[config.mk]
export PLATFORM = sky130hd
export DESIGN_NAME = pio_snapshot_bank
export DESIGN_NICKNAME = d
export VERILOG_FILES = /design/src/rtl/pio_snapshot_pkg.sv /design/src/rtl/pio_auto_timer.sv /design/src/rtl/pio_snapshot_bank.sv
export SDC_FILE = /design/constraint.sdc
export NUM_CORES = 1
export LEC_CHECK = 0
export CORE_MARGIN = 2
export CORE_UTILIZATION = 50
export CTS_BUF_LIST = sky130_fd_sc_hd__clkbuf_4 sky130_fd_sc_hd__clkbuf_8 sky130_fd_sc_hd__clkbuf_16
export DETAILED_ROUTE_END_ITERATION = 7
export PLACE_DENSITY_LB_ADDON = 0.3
export SYNTH_ARGS = -nofsm -noshare
export SYNTH_HDL_FRONTEND = slang
export SYNTH_HIERARCHICAL = 1
export SYNTH_SLANG_ARGS = --single-unit
[constraint.sdc]
create_clock -name clk -period 3.25 [get_ports clk]
set_input_delay 0.8125 -clock clk [delete_from_list [all_inputs] [get_ports clk]]
set_output_delay 0.8125 -clock clk [all_outputs]
set_load 0.01 [all_outputs]
[src/rtl/pio_snapshot_pkg.sv]
// pio_snapshot_pkg: register offsets relative to NUM_CH, CTRL bit
// positions and the auto-timer state type, shared by the snapshot bank
// and its auto-period timer.
package pio_snapshot_pkg;

  localparam int OFS_CTRL    = 0;
  localparam int OFS_PERIOD  = 1;
  localparam int OFS_SEQ     = 2;
  localparam int OFS_TSTAMP  = 3;
  localparam int OFS_EDGE    = 4;
  localparam int OFS_IRQMASK = 5;

  localparam int CTRL_SNAP_REQ = 0;
  localparam int CTRL_AUTO_EN  = 1;

  typedef enum logic {
    IDLE = 1'b0,
    RUN  = 1'b1
  } timer_state_e;

endpackage

[src/rtl/pio_auto_timer.sv]
// pio_auto_timer: auto-period snapshot timer. Down-counter loaded with
// PERIOD-1; expire_o is high for the single cycle in which the counter
// sits at zero while running.
//
//   state | meaning
//   IDLE  | auto snapshots off (AUTO_EN=0 or PERIOD=0), counter held at 0
//   RUN   | counting down; terminal count requests a snapshot and reloads
module pio_auto_timer
  import pio_snapshot_pkg::*;
#(
  parameter int DATA_W = 32
) (
  input  logic              clk,
  input  logic              reset_n,
  input  logic              auto_en_i,
  input  logic [DATA_W-1:0] period_i,
  input  logic              reload_i,
  output logic              expire_o
);

  timer_state_e      state_q, state_d;
  logic [DATA_W-1:0] cnt_q, cnt_d;
  logic              run_ok;

  assign run_ok = auto_en_i && (period_i != '0);

  // State and down-counter registers.
  always_ff @(posedge clk or negedge reset_n) begin
    if (!reset_n) begin
      state_q <= IDLE;
      cnt_q   <= '0;
    end else begin
      state_q <= state_d;
      cnt_q   <= cnt_d;
    end
  end

  // Next state, counter reload/decrement and the expiry strobe.
  // A PERIOD rewrite reloads even when the count is mid-way.
  always_comb begin
    state_d  = state_q;
    cnt_d    = cnt_q;
    expire_o = 1'b0;
    case (state_q)
      IDLE: begin
        if (run_ok) begin
          state_d = RUN;
          cnt_d   = period_i - DATA_W'(1);
        end
      end
      RUN: begin
        if (!run_ok) begin
          state_d = IDLE;
          cnt_d   = '0;
        end else begin
          if (cnt_q == '0) expire_o = 1'b1;
          if (reload_i || (cnt_q == '0)) cnt_d = period_i - DATA_W'(1);
          else                           cnt_d = cnt_q - DATA_W'(1);
        end
      end
      default: begin
        state_d = IDLE;
        cnt_d   = '0;
      end
    endcase
  end

endmodule

[src/rtl/pio_snapshot_bank.sv]
// pio_snapshot_bank: NUM_CH input channels latched coherently into SNAP
// registers on a manual or auto-period request, with sequence number and
// cycle timestamp, read through an Avalon-MM slave (read latency 1).
// Build option PIO_EDGE_IRQ_EN adds sticky per-channel change flags
// (EDGE), an IRQMASK register and the irq output.
module pio_snapshot_bank
  import pio_snapshot_pkg::*;
#(
  parameter int NUM_CH = 8,
  parameter int DATA_W = 32,
`ifdef PIO_EDGE_IRQ_EN
  parameter int ADDR_W = $clog2(NUM_CH + 6)
`else
  parameter int ADDR_W = $clog2(NUM_CH + 4)
`endif
) (
  input  logic                     clk,
  input  logic                     reset_n,
  input  logic [NUM_CH*DATA_W-1:0] ch_in,
  input  logic [ADDR_W-1:0]        avs_address,
  input  logic                     avs_read,
  input  logic                     avs_write,
  input  logic [DATA_W-1:0]        avs_writedata,
  output logic [DATA_W-1:0]        avs_readdata,
  output logic                     avs_readdatavalid,
  output logic                     snap_pulse
`ifdef PIO_EDGE_IRQ_EN
  ,
  output logic                     irq
`endif
);

  localparam logic [ADDR_W-1:0] A_CTRL    = ADDR_W'(NUM_CH + OFS_CTRL);
  localparam logic [ADDR_W-1:0] A_PERIOD  = ADDR_W'(NUM_CH + OFS_PERIOD);
  localparam logic [ADDR_W-1:0] A_SEQ     = ADDR_W'(NUM_CH + OFS_SEQ);
  localparam logic [ADDR_W-1:0] A_TSTAMP  = ADDR_W'(NUM_CH + OFS_TSTAMP);
`ifdef PIO_EDGE_IRQ_EN
  localparam logic [ADDR_W-1:0] A_EDGE    = ADDR_W'(NUM_CH + OFS_EDGE);
  localparam logic [ADDR_W-1:0] A_IRQMASK = ADDR_W'(NUM_CH + OFS_IRQMASK);
`endif

  logic [DATA_W-1:0] snap_q [NUM_CH];
  logic [DATA_W-1:0] seq_q, seq_d;
  logic [DATA_W-1:0] tstamp_q;
  logic [DATA_W-1:0] cyc_q, cyc_d;
  logic [DATA_W-1:0] period_q;
  logic              auto_en_q;
  logic              reload_q;
  logic              pulse_q;
  logic [DATA_W-1:0] rdata_q, rdata_d;
  logic              rvalid_q;

  logic wr_ctrl, wr_period, snap_manual, snap_auto, snap_take;

  assign wr_ctrl     = avs_write && (avs_address == A_CTRL);
  assign wr_period   = avs_write && (avs_address == A_PERIOD);
  assign snap_manual = wr_ctrl && avs_writedata[CTRL_SNAP_REQ];
  assign snap_take   = snap_manual || snap_auto;
  assign seq_d       = seq_q + DATA_W'(1);
  assign cyc_d       = cyc_q + DATA_W'(1);

  pio_auto_timer #(
    .DATA_W (DATA_W)
  ) u_timer (
    .clk       (clk),
    .reset_n   (reset_n),
    .auto_en_i (auto_en_q),
    .period_i  (period_q),
    .reload_i  (reload_q),
    .expire_o  (snap_auto)
  );

  // Free-running cycle counter used as the snapshot timestamp.
  always_ff @(posedge clk or negedge reset_n) begin
    if (!reset_n) cyc_q <= '0;
    else          cyc_q <= cyc_d;
  end

  // CTRL/PERIOD registers; a PERIOD write arms a timer reload next cycle.
  always_ff @(posedge clk or negedge reset_n) begin
    if (!reset_n) begin
      auto_en_q <= 1'b0;
      period_q  <= '0;
      reload_q  <= 1'b0;
    end else begin
      reload_q <= wr_period;
      if (wr_ctrl)   auto_en_q <= avs_writedata[CTRL_AUTO_EN];
      if (wr_period) period_q  <= avs_writedata;
    end
  end

  // Coherent capture of all channels plus SEQ/TSTAMP; coincident manual
  // and auto requests merge into one snapshot.
  always_ff @(posedge clk or negedge reset_n) begin
    if (!reset_n) begin
      for (int i = 0; i < NUM_CH; i++) snap_q[i] <= '0;
      seq_q    <= '0;
      tstamp_q <= '0;
      pulse_q  <= 1'b0;
    end else begin
      pulse_q <= snap_take;
      if (snap_take) begin
        for (int i = 0; i < NUM_CH; i++) snap_q[i] <= ch_in[i*DATA_W +: DATA_W];
        seq_q    <= seq_d;
        tstamp_q <= cyc_q;
      end
    end
  end

`ifdef PIO_EDGE_IRQ_EN
  logic [NUM_CH*DATA_W-1:0] ch_prev_q;
  logic [NUM_CH-1:0]        edge_q, edge_d, edge_set, edge_clr;
  logic [NUM_CH-1:0]        mask_q;
  logic                     irq_q;

  // Sticky change flags; a change in the same cycle as a clear wins.
  always_comb begin
    edge_set = '0;
    for (int i = 0; i < NUM_CH; i++)
      edge_set[i] = |(ch_in[i*DATA_W +: DATA_W] ^ ch_prev_q[i*DATA_W +: DATA_W]);
    edge_clr = (avs_write && (avs_address == A_EDGE)) ? avs_writedata[NUM_CH-1:0] : '0;
    edge_d   = (edge_q & ~edge_clr) | edge_set;
  end

  // Previous-input, EDGE, IRQMASK and registered irq.
  always_ff @(posedge clk or negedge reset_n) begin
    if (!reset_n) begin
      ch_prev_q <= '0;
      edge_q    <= '0;
      mask_q    <= '0;
      irq_q     <= 1'b0;
    end else begin
      ch_prev_q <= ch_in;
      edge_q    <= edge_d;
      irq_q     <= |(edge_q & mask_q);
      if (avs_write && (avs_address == A_IRQMASK)) mask_q <= avs_writedata[NUM_CH-1:0];
    end
  end

  assign irq = irq_q;
`endif

  // Read mux over pre-edge register contents; unmapped addresses read 0.
  always_comb begin
    rdata_d = '0;
    if (avs_address == A_CTRL)        rdata_d[CTRL_AUTO_EN] = auto_en_q;
    else if (avs_address == A_PERIOD) rdata_d = period_q;
    else if (avs_address == A_SEQ)    rdata_d = seq_q;
    else if (avs_address == A_TSTAMP) rdata_d = tstamp_q;
`ifdef PIO_EDGE_IRQ_EN
    else if (avs_address == A_EDGE)    rdata_d = DATA_W'(edge_q);
    else if (avs_address == A_IRQMASK) rdata_d = DATA_W'(mask_q);
`endif
    else begin
      for (int i = 0; i < NUM_CH; i++)
        if (avs_address == ADDR_W'(i)) rdata_d = snap_q[i];
    end
  end

  // Registered read return; readdata holds between reads.
  always_ff @(posedge clk or negedge reset_n) begin
    if (!reset_n) begin
      rdata_q  <= '0;
      rvalid_q <= 1'b0;
    end else begin
      rvalid_q <= avs_read;
      if (avs_read) rdata_q <= rdata_d;
    end
  end

  assign avs_readdata      = rdata_q;
  assign avs_readdatavalid = rvalid_q;
  assign snap_pulse        = pulse_q;

endmodule

== Word-level counts from Yosys, hierarchy flattened ==
Cells that the tools add are included.

* Add/subtract/negate cells: 4
* Eq/ne operators: 12
* Muxes and demuxes: 22
* Bitwise logic cells: 1
* Reductions and logical operators: 9

{| class="wikitable"
|+ Operators by type and width
! kind !! number
|-
| $mux 32 || 14
|-
| $add 32x1->32 const B || 2
|-
| $pmux 32 s2 || 1
|-
| $sub 32x1->32 const B || 2
|-
| $logic_not 32->1 || 1
|-
| $reduce_bool 32->1 || 1
|-
| $mux 30 || 1
|-
| $eq 4x3->1 const B || 4
|-
| $eq 4x4->1 const B || 4
|-
| $eq 4x2->1 const B || 2
|-
| $mux 1 || 6
|-
| $eq 4x1->1 const B || 1
|-
| $logic_and 1x1->1 || 4
|-
| $logic_not 4->1 || 1
|-
| $logic_or 1x1->1 || 2
|-
| $ne 2x1->1 const B || 1
|-
| $not 1->1 || 1
|}

* Register bits: 453
* Bits of input ports: 296
* Output and inout port bits: 34
* Logic and storage cells: 67

== Logic depth before layout (Yosys ltp) ==
* Word-level depth: 13
* Depth in mapped cells: 14
* Gate-level depth less buffers: 12

== Modules after synthesis ==
The synthesis kept the hierarchy.

{| class="wikitable"
|+ By module, submodules not included
! module !! times used !! cells each !! area an instance (um2) !! seq. area each (um2)
|-
| pio_snapshot_bank || 1 || 2,162 || 19,550.0 || 10,510.1
|-
| pio_auto_timer || 1 || 336 || 2,792.7 || 825.8
|}

== Worst setup path after synthesis ==
No wires, ideal clock.

* Path type: register to register
* Start point: register period_q[0]
* End point: register snap_q[100] (netlist name)
* Setup time: 0.065 ns
* Data arrival time: 3.036 ns
* Required time: 3.185 ns
* Setup slack: 0.149 ns
* Stages on the path, launching flop included: 15
* Buffers on the path: 4
* Clock period less this slack: 3.101 ns
* Path through: dfrtp_1 -> inv_1 -> ha_1 -> nor4b_1 -> nand3_1 -> o31ai_2 -> inv_2 -> clkbuf_1 -> and3_1 -> a41oi_2 -> clkbuf_1 -> buf_2 -> buf_2 -> nand2_1 -> nand2_1

* Word-level cells in the longest chain between the ends: 5

{| class="wikitable"
|+ Ends and longest elaborated chain
! item !! line !! RTL
|-
| from (decl) || pio_snapshot_bank.sv:46 || <nowiki>logic [DATA_W-1:0] period_q;</nowiki>
|-
| from (signal assigned) || pio_snapshot_bank.sv:88 || <nowiki>if (wr_period) period_q <= avs_writedata;</nowiki>
|-
| $reduce_bool 32->1 || pio_auto_timer.sv:25 || <nowiki>assign run_ok = auto_en_i && (period_i != '0);</nowiki>
|-
| $logic_and 1x1->1 || pio_auto_timer.sv:25 ||
|-
| named net u_timer.run_ok || pio_auto_timer.sv:23 || <nowiki>logic run_ok;</nowiki>
|-
| $mux 1 || pio_auto_timer.sv:52 || <nowiki>if (!run_ok) begin</nowiki>
|-
| $mux 1 || pio_auto_timer.sv:44 || <nowiki>case (state_q)</nowiki>
|-
| named net snap_auto || pio_snapshot_bank.sv:53 || <nowiki>logic wr_ctrl, wr_period, snap_manual, snap_auto, snap_take;</nowiki>
|-
| $logic_or 1x1->1 || pio_snapshot_bank.sv:58 || <nowiki>assign snap_take = snap_manual || snap_auto;</nowiki>
|-
| to (decl) || pio_snapshot_bank.sv:42 || <nowiki>logic [DATA_W-1:0] snap_q [NUM_CH];</nowiki>
|}

The timed path passes the listed nets, and every way through them passes these cells.
A chain may end at the register's enable or synchronous reset.

== Final worst setup path ==
* Start point: register period_q[21]
* End point: register snap_q[189] (netlist name)

* Word-level cells in the longest chain between the ends: 5

{| class="wikitable"
|+ Ends and longest elaborated chain
! item !! line
|-
| $reduce_bool 32->1 || pio_auto_timer.sv:25
|-
| $logic_and 1x1->1 || pio_auto_timer.sv:25
|-
| $mux 1 || pio_auto_timer.sv:52
|-
| $mux 1 || pio_auto_timer.sv:44
|-
| named net snap_auto || pio_snapshot_bank.sv:53
|-
| $logic_or 1x1->1 || pio_snapshot_bank.sv:58
|}

The timed path passes the listed nets, and every way through them passes these cells.

==> summary.md <==
| Metric | Value |
|---|---|
| Seq/Total Area, Yosys | `50.74%` |
| Initial Util | `50.64%` |
| Worst EP arrival | `3610 ps` |
| Element type at the critical path end | `flop` |
| DIE AREA | `0.04639 mm²` |
| Final HPWL DP | `59400 µm` |
| Status | `finished, final reports clean` |
| Reg-to-Reg End | `snap_q[189]$_DFFE_PN0P_` |
| Static leakage | `13.43 nW` |
| Cell area after synthesis | `0.02234 mm²` |
| Mapped Avg Cell Area | `8.944 µm²` |
| Worst slew pin tran | `1377 ps` |
| Largest cells by area after synthesis | `dfrtp_1, nand2_1, a21oi_1` |
| Crit path time final | `3085 ps` |
| Compound-gate portion of the synthesized area | `14.04%` |
| Worst-path clk slew | `60 ps` |
| Post-Synth Adder-Cell Area | `0.2240%` |
| Die W | `215.4 µm` |
| I/O Buffers | `329` |
| Clock Sinks | `453` |
| Most frequent cells in the layout | `nand2_1, dfrtp_1, clkdlybuf4s50_1` |
| Worst Clk Skew | `22.67 ps` |
| Power density over the cells | `608.7 mW/mm²` |
| Vias/cell | `5.959` |
| # DRC | `0` |
| Cells after DPL | `3391` |
| Site Rows | `77` |
| Worst Hold Class | `input port to asynchronous set/reset pin` |
| Avg WL per Cell | `22.93 µm` |
| CORE AREA | `0.04412 mm²` |
| TritonCTS Buffers | `48` |
| Post-synthesis mux area share | `4.402%` |
| Final core utilization | `65.05%` |
| Switching pwr | `5.415 mW` |
| Critical setup path kind | `flop to flop` |
| Register Area | `0.01134 mm²` |
| Flop2flop setup slack | `170 ps` |
| Mapped Nets | `2798` |
| Top-area cell type share of the netlist area | `50.74%` |
| First DRT Iteration DRCs | `2532` |
| Worst endpoint required time | `3770 ps` |
| Xor and xnor area share after synthesis | `3.410%` |
| P&R area growth vs syn | `28.46%` |
| First-pass GRT wire length | `123300 µm` |
| Primary FF master, synth | `dfrtp_1` |
| Final nets | `3149` |
| CTS tree | `built` |
| Crit path launch type | `flop` |
| Syn. warnings | `6` |
| Post-synthesis cell type count | `82` |
| Post-route insts no fill | `3483` |
| First-pass iteration count of the detailed router | `6` |
| Initial antenna violation count | `4` |
| Most common cell after layout, fill and taps aside | `nand2_1` |
| FF-to-FF Start | `period_q[21]$_DFFE_PN0P_` |
| Worst Path Max Fanout | `41` |
| Clk root buf | `clkbuf_16` |
| Share of cells above drive strength 1 | `11.25%` |
| Gate power share | `22.4%` |
| Clk buf depth | `3` |
| Final Hold Viols | `0` |
| Total wire length | `79870 µm` |
| I/O pin cnt | `330` |
| Post-synth ARST share | `100.0%` |
| P_int | `12.05 mW` |
| Worst vdd ir | `0.0003670 V` |
| Maxcap violations | `0` |
| Slew headroom | `5.833%` |
| Simple-gate share of the synthesized area | `23.25%` |
| Flop pwr share | `43.3%` |
| Largest family of logic cells by synthesized area | `simple AND/OR/NAND/NOR gates` |
| Final max-slew violation count | `0` |
| Routability cong. | `0.9554` |
| Die Y | `215.4 µm` |
| Fill cell count | `3583` |
| WHS | `160.2 ps` |
| Yosys top cell by area | `dfrtp_1` |
| Worst Reg-to-Reg Cells | `11` |
| Largest net degree at the start of global routing | `138` |
| Clock network fraction of design power | `34.3%` |
| Sw frac | `31.00%` |
| Tcrit/Tclk final | `94.91%` |
| Clock Latency Late Sink | `600 ps` |
| Unrepaired setup endpoints after global routing | `false` |
| Vias in the first global route | `20.50k` |
| Grt total ovfl | `0` |
| Endpoints failing setup | `0` |
| Routed vias | `20.76k` |
| H-tree Lvls | `2` |
| FMAX | `324.2 MHz` |
| Cells after Synth | `2498` |
| Total GRT Usage | `34.62%` |
| Post-DRT Antenna Nets | `0` |
| Post-synth EDFFs | `0` |
| Flops & latches, synth | `453` |
| Multi-input gate area in the final layout | `0.01017 mm²` |
cell families after synthesis:
family	count (synthesis)
and+or+nand+nor	1209
buffers and inverters	200
xor gates and xnor gates	87
DFF	453
AOI/OAI and AO/OA	471
muxes	74
adders and majority gates	4
Yosys cell counts, types with 13 or more instances:
master,number
xor2_1,25
buf_2,70
inv_1,29
nor2b_1,23
mux2_2,44
a22o_1,14
mux2i_1,15
a22oi_1,23
xnor2_1,62
nand3_1,43
clkbuf_1,72
and3_1,17
nand2_1,921
o211ai_1,16
o2bb2ai_1,20
nor3_1,37
nor2_1,54
dfrtp_1,453
nand4_1,19
a31oi_1,17
o22ai_1,33
a221o_1,16
nor4_1,25
mux4_2,15
a21oi_1,118
buf_1,17
a32o_1,13
o21ai_0,105
power groups by stage:
stage | registers [mW] | clock network (mW) | logic, mW
6_report | 7.57 | 5.99 | 3.91
5_1_grt | 7.66 | 6.28 | 4.27
4_1_cts | 7.51 | 6.03 | 3.87
3_5_place_dp | 7.60 | 0 | 3.84
3_3_place_gp | 7.56 | 0 | 3.75
2_1_floorplan | 7.33 | 0 | 2.15
state kept, by name, indices dropped and copies added (netlist names), 32 cells and up:
name and count:
avs_readdata 32, tstamp_q 32, period_q 32, u_timer/cnt_q 32, cyc_q 32, seq_q 32, snap_q 256
worst max path at each step:
| stage | start | end | slack [ps] |
|---|---|---|---|
| after global routing | period_q[21]$_DFFE_PN0P_ | snap_q[142]$_DFFE_PN0P_ | 30 |
| after floorplan | period_q[0]$_DFFE_PN0P_ | snap_q[100]$_DFFE_PN0P_ | 150 |
| final | period_q[21]$_DFFE_PN0P_ | snap_q[189]$_DFFE_PN0P_ | 170 |
| after global placement | avs_address[0] | avs_readdata[28]$_DFFE_PN0P_ | -350 |
| after detailed placement | avs_address[0] | avs_readdata[29]$_DFFE_PN0P_ | -130 |
| after CTS | period_q[0]$_DFFE_PN0P_ | snap_q[59]$_DFFE_PN0P_ | 20 |
metal layers:
layer  up-vias  wire length [µm]  part of all wire (%)  track usage (%)
li1       9315                 -                     -                -
met1     10153             32550                    41            47.42
met2      1099             36140                    45            53.65
met3       186              7962                    10            8.640
met4         2              3209                   4.0            12.67
met5         -                13                 0.016                0
critical path, cell delays in order (launching register included):
cell	delay, ps
dfrtp_1	440
or4_1	630
nand4b_4	220
o31ai_2	300
inv_2	60
and3_1	220
a41oi_4	280
buf_4	220
buf_12	240
buf_4	240
nand2_1	90
nand2_1	70
through the flow:
step | TNS (ps) | worst slack (ps) | cell area [µm²] | power [mW]
final | 0 | 165.3 | 28700 | 17.47
after global routing | 0 | 28.54 | 28700 | 18.21
after CTS | 0 | 17.45 | 28670 | 17.41
after detailed placement | -128.7 | -128.7 | 26940 | 11.44
after global placement | -749.9 | -352.6 | 26920 | 11.31
after floorplan | 0 | 149.1 | 22340 | 9.487
layout make-up:
cell class                 count  area share (%)
tap                          592           2.581
antenna                        3         0.02616
clock buffer                  67           4.939
inverter                      32          0.4447
timing repair buffer         469           16.00
multi-input combinational   1845           35.45
sequential                   453           39.50
clock inverter                22           1.068
what timing repair did:
item | in CTS | in global routing
setup endpoints to repair | 0 | 304
hold buffers | 0 | 0
resized for setup | 0 | 4
buffers inserted | 0 | 0
(Power assumes the default switching activity.)
